[src/rtl/clk_en_idle_ctrl_pkg.sv]
// Shared encodings and widths for the idle-driven clock-enable controller.
package clk_en_idle_ctrl_pkg;

  typedef enum logic [1:0] {
    CEIC_ACTIVE    = 2'b00,
    CEIC_COUNTDOWN = 2'b01,
    CEIC_GATED     = 2'b10,
    CEIC_WAKE      = 2'b11
  } ceic_state_e;

  localparam int unsigned CEIC_EVT_CNT_W = 8;
  localparam logic [CEIC_EVT_CNT_W-1:0] CEIC_EVT_CNT_MAX = '1;

endpackage

[src/rtl/clk_gate_evt_cnt.sv]
// Saturating count of gating events; a clear in the same cycle as an increment wins.
module clk_gate_evt_cnt
  import clk_en_idle_ctrl_pkg::*;
(
  input  logic                      forever_cpuclk,
  input  logic                      cpurst_b,
  input  logic                      inc,
  input  logic                      clr,
  output logic [CEIC_EVT_CNT_W-1:0] cnt
);

  // NOTE: sequential state uses non-blocking assignments so every flop samples pre-edge values.
  always_ff @(posedge forever_cpuclk) begin
    if (!cpurst_b) begin
      cnt <= '0;
    end else if (clr) begin
      cnt <= '0;
    end else if (inc && (cnt != CEIC_EVT_CNT_MAX)) begin
      cnt <= cnt + 1'b1;
    end
  end

endmodule

[src/rtl/clk_en_idle_ctrl.sv]
// Drops the gated-clock enable after a run of idle cycles and stalls requests
// through a fixed wake window once activity returns.
module clk_en_idle_ctrl
  import clk_en_idle_ctrl_pkg::*;
#(
  parameter int unsigned IDLE_THRESH = 8,
  parameter int unsigned WAKE_CYC    = 2,
  parameter int unsigned CNT_W       = 8
) (
  input  logic                      forever_cpuclk,
  input  logic                      cpurst_b,
  input  logic                      module_busy,
  input  logic                      req_vld,
  output logic                      req_rdy,
  input  logic                      cfg_gate_dis,
  output logic                      local_en,
  output logic                      clk_gated,
  input  logic                      gate_evt_clr,
  output logic [CEIC_EVT_CNT_W-1:0] gate_evt_cnt
);

  localparam logic [CNT_W-1:0] IDLE_LAST = CNT_W'(IDLE_THRESH - 1);
  localparam logic [3:0]       WAKE_LAST = 4'(WAKE_CYC - 1);

  ceic_state_e      state, state_nxt;
  logic [CNT_W-1:0] idle_cnt, idle_cnt_nxt;
  logic [3:0]       wake_cnt, wake_cnt_nxt;
  logic             wake_req;
  logic             gate_inc;

  // Gate-disable behaves like activity: it holds the clock on and wakes a gated module.
  assign wake_req = module_busy | req_vld | cfg_gate_dis;

  // NOTE: every variable gets a default before the case so no branch can infer a latch.
  always_comb begin
    state_nxt    = state;
    idle_cnt_nxt = idle_cnt;
    wake_cnt_nxt = wake_cnt;
    unique case (state)
      CEIC_ACTIVE: begin
        if (!wake_req) begin
          if (IDLE_THRESH == 1) begin
            state_nxt = CEIC_GATED;
          end else begin
            state_nxt    = CEIC_COUNTDOWN;
            idle_cnt_nxt = CNT_W'(1);
          end
        end
      end
      CEIC_COUNTDOWN: begin
        // Activity beats a coincident threshold match, so the clock stays on.
        if (wake_req) begin
          state_nxt    = CEIC_ACTIVE;
          idle_cnt_nxt = '0;
        end else if (idle_cnt == IDLE_LAST) begin
          state_nxt    = CEIC_GATED;
          idle_cnt_nxt = '0;
        end else begin
          idle_cnt_nxt = idle_cnt + 1'b1;
        end
      end
      CEIC_GATED: begin
        if (wake_req) begin
          state_nxt    = CEIC_WAKE;
          wake_cnt_nxt = '0;
        end
      end
      CEIC_WAKE: begin
        wake_cnt_nxt = wake_cnt + 1'b1;
        if (wake_cnt == WAKE_LAST) begin
          state_nxt = CEIC_ACTIVE;
        end
      end
      default: state_nxt = CEIC_ACTIVE;
    endcase
  end

  assign gate_inc = (state_nxt == CEIC_GATED) && (state != CEIC_GATED);

  // Outputs are flopped alongside the state so they are pure decodes of it.
  always_ff @(posedge forever_cpuclk) begin
    if (!cpurst_b) begin
      state     <= CEIC_ACTIVE;
      idle_cnt  <= '0;
      wake_cnt  <= '0;
      local_en  <= 1'b1;
      req_rdy   <= 1'b1;
      clk_gated <= 1'b0;
    end else begin
      state     <= state_nxt;
      idle_cnt  <= idle_cnt_nxt;
      wake_cnt  <= wake_cnt_nxt;
      local_en  <= (state_nxt != CEIC_GATED);
      req_rdy   <= (state_nxt == CEIC_ACTIVE) || (state_nxt == CEIC_COUNTDOWN);
      clk_gated <= (state_nxt == CEIC_GATED);
    end
  end

  clk_gate_evt_cnt u_evt_cnt (
    .forever_cpuclk (forever_cpuclk),
    .cpurst_b       (cpurst_b),
    .inc            (gate_inc),
    .clr            (gate_evt_clr),
    .cnt            (gate_evt_cnt)
  );

endmodule

[config.mk]
export PLATFORM = sky130hd
export DESIGN_NAME = clk_en_idle_ctrl
export DESIGN_NICKNAME = d
export VERILOG_FILES = /design/src/rtl/clk_en_idle_ctrl_pkg.sv /design/src/rtl/clk_gate_evt_cnt.sv /design/src/rtl/clk_en_idle_ctrl.sv
export SDC_FILE = /design/constraint.sdc
export NUM_CORES = 1
export LEC_CHECK = 0
export CORE_MARGIN = 10
export CORE_UTILIZATION = 50
export CTS_CLUSTER_SIZE = 28
export DETAILED_ROUTE_END_ITERATION = 8
export PLACE_DENSITY = 0.73
export SLEW_MARGIN = 20
export SYNTH_ARGS = -nofsm -noshare
export SYNTH_HDL_FRONTEND = slang
export SYNTH_SLANG_ARGS = --single-unit
[constraint.sdc]
create_clock -name forever_cpuclk -period 4.7 [get_ports forever_cpuclk]
set_input_delay 0.47 -clock forever_cpuclk [delete_from_list [all_inputs] [get_ports forever_cpuclk]]
set_output_delay 0.47 -clock forever_cpuclk [all_outputs]
set_load 0.05 [all_outputs]
# Word level (Yosys, flattened, before mapping)
# Index checks and enable logic that the tools add are counted.
# word_totals
ff_bits	25
# classes
eq_ne	12
bitwise	3
muxes	12
n_addsub	3
n_reduce_logical	10
# op_table
cell	count
8-bit 2-to-1 mux	3
8-bit by 1-bit adder with 8-bit output, second input constant	2
8-bit one-hot mux with 2 select lines	1
2-bit 2-to-1 mux	5
8-bit by 3-bit == test with 1-bit output, second input constant	1
2-bit inequality test, second input constant	4
8-bit inequality test, second input constant	1
2-bit one-hot mux with 4 select lines	1
4-bit one-hot mux with 2 select lines	1
2-bit == test, second input constant	3
4-bit by 1-bit adder with 4-bit output, second input constant	1
2-bit by 1-bit == test with 1-bit output, second input constant	2
4-bit by 1-bit == test with 1-bit output, second input constant	1
2-bit logical NOT	2
4-bit 2-to-1 mux	1
2-bit AND reduction	2
2-bit nonzero test	2
1-bit logical AND	2
1-bit OR	2
2-bit OR reduction	1
1-bit logical OR	1
1-bit inverter	1

# Depth between registers and ports, before layout
# logic_depth
word_depth	7
depth_mapped	6
mapped_depth_nobuf	6

# Modules after synthesis
# From an unflattened synthesis, not the netlist that was laid out.
# unflattened
hier_cells	145
area_unflattened_um2	1268.7
# by_module_without_submodules
module	n_inst	area_each_um2	cells_per_inst
clk_en_idle_ctrl	1	847.1	99
clk_gate_evt_cnt	1	421.7	46

# Worst setup path before layout
# Ideal clock, no wire load.
# synth_path
path_type	input port to flip-flop
start	input req_vld
end	register u_evt_cnt.cnt[6]
t_required_ps	4640
t_arrival_ps	2113
path_buffers	1
cell_stages	5
setup_slack_ps	2527
path_cell_list	or4b_4 or4_4 buf_6 or4_1 nand2_1
# synth_between
elab_chain_len	7
elab_cells_between_ends	9
classes_between	eq/ne (1); mux (4); bitwise (2); reduce/logical (2)
# synth_rtl
element	line_no	source
start, declared	clk_en_idle_ctrl.sv:13	input logic req_vld,
1-bit OR * (2 in a row)	clk_en_idle_ctrl.sv:32	assign wake_req = module_busy | req_vld | cfg_gate_dis;
2-bit 2-to-1 mux (on tied branches)	clk_en_idle_ctrl.sv:63, clk_en_idle_ctrl.sv:41, clk_en_idle_ctrl.sv:52	
2-bit one-hot mux with 4 select lines *	clk_en_idle_ctrl.sv:39	unique case (state)
2-bit == test *	clk_en_idle_ctrl.sv:78	assign gate_inc = (state_nxt == CEIC_GATED) && (state != CEIC_GATED);
1-bit logical AND *	clk_en_idle_ctrl.sv:78	
1-bit logical AND *	clk_gate_evt_cnt.sv:18	end else if (inc && (cnt != CEIC_EVT_CNT_MAX)) begin
end signal, assigned	clk_gate_evt_cnt.sv:19	cnt <= cnt + 1'b1;
end, declared	clk_gate_evt_cnt.sv:9	output logic [CEIC_EVT_CNT_W-1:0] cnt
# Mark *: on every way between the ends. The rest lies on a longest branch, timed or not.
# A chain may end at the register's enable or synchronous reset.

# Final worst setup path
# layout_path
start	input req_vld
end	register u_evt_cnt.cnt[5]
# The elaborated chain is that of the path after synthesis.

==> metrics.md <==
| Metric | Value |
|---|---|
| Pleak | `0.491 nW` |
| Cell with the most instances after synthesis | `dfxtp_1` |
| Critical path endpoint | `u_evt_cnt.cnt[5]` |
| Relative slew slack | `45.3%` |
| # H-tree levels | `1` |
| Placed cell area | `1470 µm²` |
| Post-synth top cells | `dfxtp_1, nand2_1, nor2_1` |
| Core area | `2500 µm²` |
| Total Power | `0.000325 W` |
| Cts repair resizes | `0` |
| Max-cap violations | `0` |
| CTS tree | `done` |
| TritonRoute pass-1 iters | `4` |
| Reg clk slew, reported paths | `0.13 ns` |
| Hold Path Class | `register to register` |
| Largest net degree at the start of global routing | `21` |
| Setup Viol. Count Final | `0` |
| Top-area cell type share of the netlist area | `38.0%` |
| Endpoint class of the critical path | `register` |
| Post CTS Setup Buffer Count | `0` |
| Area delta synth->final | `14.0%` |
| Wirelength per Cell | `14.0 µm` |
| Initial drt markers | `57` |
| Design Area, Final | `1500 µm²` |
| FMAX | `0.404 GHz` |
| RSZ-0062 raised after global routing | `no` |
| CP Buf/Inv Count | `1` |
| Vias | `1161` |
| Synthesized instance count | `153` |
| Top area cells in the synthesized netlist | `dfxtp_1, ha_1, a21oi_1, o21ai_0, nand2_1` |
| Overflow after GRT | `0` |
| FILL cells | `227` |
| DR DRC count | `0` |
| Area of the die | `5090 µm²` |
| Crit path cell chain | `clkdlybuf4s50_1 > or4b_4 > or4_4 > or4_1 > a21oi_1` |
| Die W | `71.3 µm` |
| Vias/cell | `5.92` |
| CP peak stage delay | `0.59 ns` |
| Post-synth EDFFs | `0` |
| Post-Syn Area | `1320 µm²` |
| Port Buffer Count | `16` |
| Layout cells sized above 1 | `6.02%` |
| Total Wirelength | `2.75 mm` |
| CP Depth | `5` |
| Critical path peak fanout | `13` |
| R2R Path Start | `state[0]` |
| Clk buf depth | `2` |
| Ys flop type | `dfxtp_1` |
| Initial core utilization | `52.7%` |
| CP top delay family | `simple AND/OR/NAND/NOR gates` |
| Initial antenna violation count | `0` |
| RR Endpoint | `u_evt_cnt.cnt[5]` |
| R2R depth | `4` |
| Clock skew | `0.0110 ns` |
| Ys async rst share | `0%` |
| Worst path required time | `4.95 ns` |
| Syn avg cell area | `8.60 µm²` |
| Yosys reg bits | `25` |
| Yosys warnings | `0` |
| # IOs | `17` |
| Outcome | `finished clean` |
| Die Y | `71.3 µm` |
| Part of the cycle the worst path needs | `52.6%` |
| Post-route ant nets | `0` |
| Hold Buf Count CTS | `0` |
| Crit Path Category | `primary input to register` |
| Nets@finish | `177` |
| Number of diodes | `0` |
| Yosys cell types | `41` |
| Slowest CP cell | `or4b_4` |
| Sequential share of the synthesized area | `38.0%` |
| Syn nets | `163` |
| CTS sink cnt | `25` |
| Max IR drop VDD | `0.000147 V` |
| Hold_ws | `0.518 ns` |
| Setup tns final | `0 ns` |
| Max-slew violations | `0` |
| First-pass GRT wire length | `4.66 mm` |
| Power density over the cells | `217 nW/µm²` |
| Worst-Skew Late Latency | `0.32 ns` |
| Crit. Startpoint | `req_vld` |
| CP arrival | `2.73 ns` |
| CP Launch Type | `primary input` |
| Top cell type by total area after synthesis | `dfxtp_1` |
| GRT Resource Usage Total | `10.5%` |
| CTS root buffer | `clkbuf_4` |
| Fin util | `60.0%` |
| # rows | `18` |
| Hpwl dp | `2.04 mm` |
| Final Hold Viols | `0` |
| Placer congestion estimate | `0.806` |
| Setup slack, reg-to-reg | `2.32 ns` |
| Vias in the first global route | `1042` |
| Worst slew pin tran | `0.811 ns` |
| Minimum clock period | `2.47 ns` |
| Inserted Clock Buffers | `3` |
## cell families after synthesis
group           synth area share [%]
simple gates                    28.1
compound gates                  19.6
flops                           38.0
buf+inv                         4.85
xor+xnor                        3.33
fa+ha+maj                       3.80
mux                             2.28
## cell usage in the layout (no fill, tap or decap), types with 2 or more instances in the layout
cell type,instances
nor2_1,12
dfxtp_1,25
a21oi_1,9
clkbuf_4,3
a211oi_1,2
nand4_1,6
or4_1,4
o21ai_0,9
ha_1,4
nand3_1,6
xnor2_1,5
inv_1,6
a21boi_0,3
a21o_1,2
a31oi_1,2
clkdlybuf4s50_1,16
and2_1,3
nor3_1,3
a2111oi_0,3
mux2i_1,3
o31ai_1,4
or3_1,4
nor2b_1,2
or2_2,2
nand2_1,12
## state kept, by name, summed over array words and instances (netlist names)
| name | cells |
|---|---|
| clk_gated | 1 |
| idle_cnt | 8 |
| local_en | 1 |
| req_rdy | 1 |
| state | 2 |
| u_evt_cnt.cnt | 8 |
| wake_cnt | 4 |
## report_power, final
group           total, W  switching, W  internal (W)
clock network  0.0000959     0.0000641     0.0000319
registers       0.000214    0.00000114      0.000213
logic          0.0000150    0.00000824    0.00000678
total           0.000325     0.0000734      0.000251
## layout make-up
type                            count  area (µm²)  share of cell area (%)
Clock buffer                        3        22.5                    1.50
Multi-Input combinational cell    115         752                    50.1
Inverter                            6        22.5                    1.50
Timing Repair Buffer               16         160                    10.7
Sequential cell                    25         500                    33.4
Tap cell                           30        37.5                    2.50
Clock inverter                      1        5.00                   0.334
## metrics by stage
stage          worst slack, ns  std cells
2_1_floorplan             2.53        153
3_3_place_gp              1.97        192
3_5_place_dp              1.92        192
4_1_cts                   2.26        196
5_1_grt                   2.15        196
6_report                  2.23        196
## layer usage
| metal | vias up | GRT usage [%] | wire length [µm] |
|---|---|---|---|
| li1 | 592 | - | - |
| met1 | 546 | 13.0 | 1300 |
| met2 | 21 | 17.6 | 1310 |
| met3 | 2 | 2.75 | 133 |
| met4 | 0 | 2.58 | 9 |
| met5 | - | 0 | 0 |
## worst reg2reg max path: stages (launching register included)
cell     delay [ns]
dfxtp_1        0.55
or4b_4         0.55
or4_4          0.52
or4_1          0.54
a21oi_1        0.15
## worst min path at each step
stage,endpoint,slack [ns],start,cells after the start
floorplan,wake_cnt[3],0.47,wake_cnt[3],2
global placement,wake_cnt[3],0.49,wake_cnt[3],2
detailed placement,u_evt_cnt.cnt[4],0.50,u_evt_cnt.cnt[4],2
CTS,u_evt_cnt.cnt[4],0.52,u_evt_cnt.cnt[4],2
global route,u_evt_cnt.cnt[7],0.55,u_evt_cnt.cnt[7],2
finish,u_evt_cnt.cnt[4],0.52,u_evt_cnt.cnt[4],2
Note: power is estimated with default switching activity, not from simulation.
